`src/rtl/pipelined_carry_adder.sv`:
```
// Pipelined ripple-carry adder: STAGES registered SEG-bit segments, valid/ready on both sides.
// Optional subtract mode (in_sub port) when ADDER_SUB_EN is defined.
module pipelined_carry_adder #(
  parameter int WIDTH  = 16,
  parameter int STAGES = 4
) (
  input  logic             clk,
  input  logic             rst_n,
  input  logic             in_valid,
  output logic             in_ready,
  input  logic [WIDTH-1:0] in_a,
  input  logic [WIDTH-1:0] in_b,
  input  logic             in_cin,
`ifdef ADDER_SUB_EN
  input  logic             in_sub,
`endif
  output logic             out_valid,
  input  logic             out_ready,
  output logic [WIDTH-1:0] out_sum,
  output logic             out_cout,
  output logic             out_ovf
);

  localparam int SEG = WIDTH / STAGES;

  // Per-stage registers: index k is the output of stage k.
  logic [STAGES-1:0] r_vld;
  logic [STAGES-1:0] r_cy;
  logic [WIDTH-1:0]  r_a   [STAGES];
  logic [WIDTH-1:0]  r_b   [STAGES];
  logic [WIDTH-1:0]  r_sum [STAGES];

  // Per-stage combinational inputs and next values.
  logic [WIDTH-1:0]  w_a     [STAGES];
  logic [WIDTH-1:0]  w_b     [STAGES];
  logic [WIDTH-1:0]  w_s     [STAGES];
  logic [WIDTH-1:0]  w_s_nxt [STAGES];
  logic [SEG:0]      w_seg   [STAGES];
  logic [STAGES-1:0] w_c;
  logic [STAGES-1:0] w_c_nxt;

  logic [WIDTH-1:0]  w_b_eff;
  logic              w_cin_eff;
  logic              w_adv;

`ifdef ADDER_SUB_EN
  // Subtraction is folded into the operand at entry, so B' and the forced carry travel with it.
  assign w_b_eff   = in_sub ? ~in_b : in_b;
  assign w_cin_eff = in_sub | in_cin;
`else
  assign w_b_eff   = in_b;
  assign w_cin_eff = in_cin;
`endif

  assign w_adv    = out_ready | ~r_vld[STAGES-1];
  assign in_ready = w_adv;

  always_comb begin
    w_a[0] = in_a;
    w_b[0] = w_b_eff;
    w_s[0] = '0;
    w_c    = '0;
    w_c[0] = w_cin_eff;
    for (int k = 1; k < STAGES; k++) begin
      w_a[k] = r_a[k-1];
      w_b[k] = r_b[k-1];
      w_s[k] = r_sum[k-1];
      w_c[k] = r_cy[k-1];
    end
    w_c_nxt = '0;
    for (int k = 0; k < STAGES; k++) begin
      w_seg[k] = {1'b0, w_a[k][k*SEG +: SEG]}
               + {1'b0, w_b[k][k*SEG +: SEG]}
               + {{SEG{1'b0}}, w_c[k]};
      w_s_nxt[k]                = w_s[k];
      w_s_nxt[k][k*SEG +: SEG]  = w_seg[k][SEG-1:0];
      w_c_nxt[k]                = w_seg[k][SEG];
    end
  end

  always_ff @(posedge clk or negedge rst_n) begin
    if (!rst_n) begin
      r_vld <= '0;
      r_cy  <= '0;
      for (int k = 0; k < STAGES; k++) begin
        r_a[k]   <= '0;
        r_b[k]   <= '0;
        r_sum[k] <= '0;
      end
    end else if (w_adv) begin
      r_vld <= {r_vld[STAGES-1:0] << 1} | {{(STAGES-1){1'b0}}, in_valid};
      r_cy  <= w_c_nxt;
      for (int k = 0; k < STAGES; k++) begin
        r_a[k]   <= w_a[k];
        r_b[k]   <= w_b[k];
        r_sum[k] <= w_s_nxt[k];
      end
    end
  end

  assign out_valid = r_vld[STAGES-1];
  assign out_sum   = r_sum[STAGES-1];
  assign out_cout  = r_cy[STAGES-1];
  // Final-stage skew registers still hold A and B', so overflow is decoded from registers only.
  assign out_ovf   = (r_a[STAGES-1][WIDTH-1] == r_b[STAGES-1][WIDTH-1])
                   & (r_sum[STAGES-1][WIDTH-1] != r_a[STAGES-1][WIDTH-1]);

endmodule

```
`config.mk`:
```
export PLATFORM = sky130hd
export DESIGN_NAME = pipelined_carry_adder
export DESIGN_NICKNAME = d
export VERILOG_FILES = /design/src/rtl/pipelined_carry_adder.sv
export SDC_FILE = /design/constraint.sdc
export NUM_CORES = 1
export LEC_CHECK = 0
export ABC_AREA = 0
export BUFFER_PORTS_ARGS = -buffer_cell sky130_fd_sc_hd__clkbuf_2
export CORE_MARGIN = 2
export CORE_UTILIZATION = 57
export DETAILED_ROUTE_END_ITERATION = 8
export PLACE_DENSITY = 0.88
export SETUP_SLACK_MARGIN = 0.3
export SLEW_MARGIN = 15
export SYNTH_ARGS = -nofsm -noshare
export SYNTH_HDL_FRONTEND = slang
export SYNTH_SLANG_ARGS = --single-unit
export TNS_END_PERCENT = 50
```
`constraint.sdc`:
```
create_clock -name clk -period 2.29 [get_ports clk]
set_input_delay 0.458 -clock clk [delete_from_list [all_inputs] [get_ports clk]]
set_output_delay 0.458 -clock clk [all_outputs]
set_load 0.1 [all_outputs]
```
==> results.sh <==
export IMPL_leakagePower_uw=0.002623
export IMPL_fin_ws_ps=377.3
export IMPL_final_antenna_net_count=0
export IMPL_grt_max_degree=93
export IMPL_coreArea_um2=7292
export IMPL_area_growth_pct=11.28
export IMPL_final_net_count=566
export IMPL_muxShareOfSynthArea_pct=0.2313
export IMPL_dpl_hpwl_mm=5.350
export IMPL_synth_adder_area_share_pct=7.172
export IMPL_synth_edff_count=0
export IMPL_worstPathMaxFanout=3
export IMPL_tns_ps=0
export IMPL_overflow=0
export IMPL_grt_pass1_vias=3106
export IMPL_cts_made_buffers=9
export IMPL_multiInputGateArea_um2=1587
export IMPL_cap_violations=0
export IMPL_rsz0062_at_grt="false"
export IMPL_period_share_pct=83.53
export IMPL_async_flop_share_pct=100.0
export IMPL_synthXorXnorAreaFrac_pct=1.215
export IMPL_place_congestion=0.8132
export IMPL_cts_hold_buf=1
export IMPL_avgSynthCellArea_um2=9.147
export IMPL_antenna_found_initial=0
export IMPL_cts_root_buf="clkbuf_8"
export IMPL_reg2reg_from="r_cy[2]"
export IMPL_vias=3083
export IMPL_clkTransAtPathRegs_ps=90
export IMPL_wl_per_cell_um=12.74
export IMPL_finalHoldViolCount=0
export IMPL_tightest_slew_ps=547.3
export IMPL_cp_end_kind="output pin"
export IMPL_synth_top_family_by_area="simple AND/OR/NAND/NOR gates"
export IMPL_gr_usage_all_layers_pct=20.89
export IMPL_critical_path_class="reg2out"
export IMPL_pre_cts_ws_ps=438.5
export IMPL_holdWs_ps=295.6
export IMPL_drv_slew=0
export IMPL_synthSimpleGateAreaFrac_pct=23.28
export IMPL_die_area_um2=8304
export IMPL_post_cts_buffers=0
export IMPL_synthCells=473
export IMPL_die_y_um=91.13
export IMPL_status="completed"
export IMPL_drive_gt1_share_pct=15.95
export IMPL_arrival_ps=1450
export IMPL_finalSetupViolCount=0
export IMPL_synthDominantCellAreaShare_pct=56.68
export IMPL_syn_nets=530
export IMPL_die_width_um=91.13
export IMPL_synth_area_leaders="dfrtp_1, nand2_1, buf_4"
export IMPL_floorplan_rows=31
export IMPL_drt_iter0_drc=209
export IMPL_clock_fmax_mhz=522.8
export IMPL_vias_per_cell=5.029
export IMPL_final_cell_area_um2=4815
export IMPL_synth_seq_cells=98
export IMPL_regArea_um2=2452
export IMPL_cts_tree="done"
export IMPL_grt_pass1_wl_mm=13.91
export IMPL_fin_worst_skew_ps=6.083
export IMPL_ioPinCount=57
export IMPL_ys_flop_type="dfrtp_1"
export IMPL_insertion_delay_ps=350
export IMPL_startpoint="r_b[15]"
export IMPL_htreeDepth=3
export IMPL_ir_drop_v=0.0005399
export IMPL_post_cts_resized=0
export IMPL_cts_sinks=98
export IMPL_cp_required_ps=1830
export IMPL_drt_total_wl_mm=7.809
export IMPL_portBuffers=56
export IMPL_maxSlewHeadroom_pct=63.67
export IMPL_holdCritPathClass="in2reg"
export IMPL_placed_area_um2=4581
export IMPL_power_per_cell_area_nw_per_um2=1591
export IMPL_drc_errors=0
export IMPL_yosys_area_top_type="dfrtp_1"
export IMPL_hp_start="in_b[11]"
export IMPL_cp_start_kind="flip-flop"
export IMPL_synth_area_um2=4327
export IMPL_synth_compound_area_share_pct=4.685
export IMPL_min_period_ps=1913
export IMPL_fillers=591
export IMPL_start_util_pct=59.33
export IMPL_clock_path_buffers=2
export IMPL_yosysUniqueCellTypes=25
export IMPL_yosysSeqAreaShare_pct=56.68
export IMPL_first_pass_iters=4
export IMPL_diodes=0
export IMPL_yosys_warnings=0
-- area by class of cell --
| cell class | instances | area share [%] |
|---|---|---|
| Sequential cell | 98 | 50.94 |
| Clock buffer | 9 | 2.573 |
| Multi-Input combinational cell | 323 | 32.95 |
| Inverter | 15 | 1.195 |
| Timing Repair Buffer | 62 | 7.692 |
| Clock inverter | 7 | 2.079 |
| Tap cell | 99 | 2.573 |
-- routing by layer --
metal / track usage (%) / wire (um)
met1: 27.01 / 3484
met2: 34.44 / 3877
met3: 5.311 / 347
met4: 7.449 / 100
met5: 0 / 0
-- worst max-delay path, stage by stage, from the launching register on --
cell and delay (ps):
dfrtp_1 410, nor2_1 110, nand2_1 70, o21ai_2 60, clkbuf_2 460
-- where the power goes --
group / internal [uW] / switching (uW)
clock network: 622 / 600
registers: 2480 / 447
logic: 942 / 2570
-- layout by cell type, fill, tap and decap left out, types with 3 or more instances in the layout --
| master | n |
|---|---|
| nand2_1 | 239 |
| a21o_1 | 4 |
| nor2_1 | 14 |
| inv_1 | 14 |
| fa_1 | 8 |
| clkbuf_8 | 9 |
| xor2_1 | 5 |
| clkinvlp_4 | 3 |
| a21oi_1 | 14 |
| dfrtp_1 | 98 |
| ha_1 | 12 |
| clkbuf_2 | 54 |
| buf_12 | 3 |
| buf_4 | 4 |
| o21ai_0 | 14 |
-- worst paths after layout --
check                             end  slack, ps  cells past startpoint
setup / recovery              out_ovf        380                      4
max in group asynchronous     r_b[15]       1150                      3
hold reg to reg            out_sum[6]        470                      2
hold / removal                r_b[59]        300                      3
min in group asynchronous     r_b[54]        440                      2
setup reg to reg              r_cy[3]        430                      5
-- cells in the mapped netlist, types with 2 or more instances --
library cell and number:
buf_2 11, nand2_1 239, ha_1 12, buf_4 22, o21ai_0 15, a21oi_1 14
nor2b_1 2, dfrtp_1 98, nor2_1 14, a21o_1 4, clkbuf_1 4, xor2_1 5
fa_1 8, inv_1 14
-- sequential cells by signal, summed over array words and instances (netlist names) --
name / flops
r_a: 25
r_b: 25
r_cy: 4
r_vld: 4
out_sum: 16
r_sum: 24
-- per-stage QoR --
step           utilization, %  std cells  total power (uW)
2_1_floorplan               -        473              5922
3_3_place_gp            62.82        596              6219
3_5_place_dp            62.82        596              6468
4_1_cts                 66.03        613              7702
5_1_grt                 66.03        613              8196
6_report                66.03        613              7662
-- logic make-up after synthesis --
logic type,after synthesis
xor+xnor,6
buf+inv,52
compound gates,36
mux,1
simple gates,260
fa+ha+maj,20
flops,98
Power figures use the tool's default switching activity.
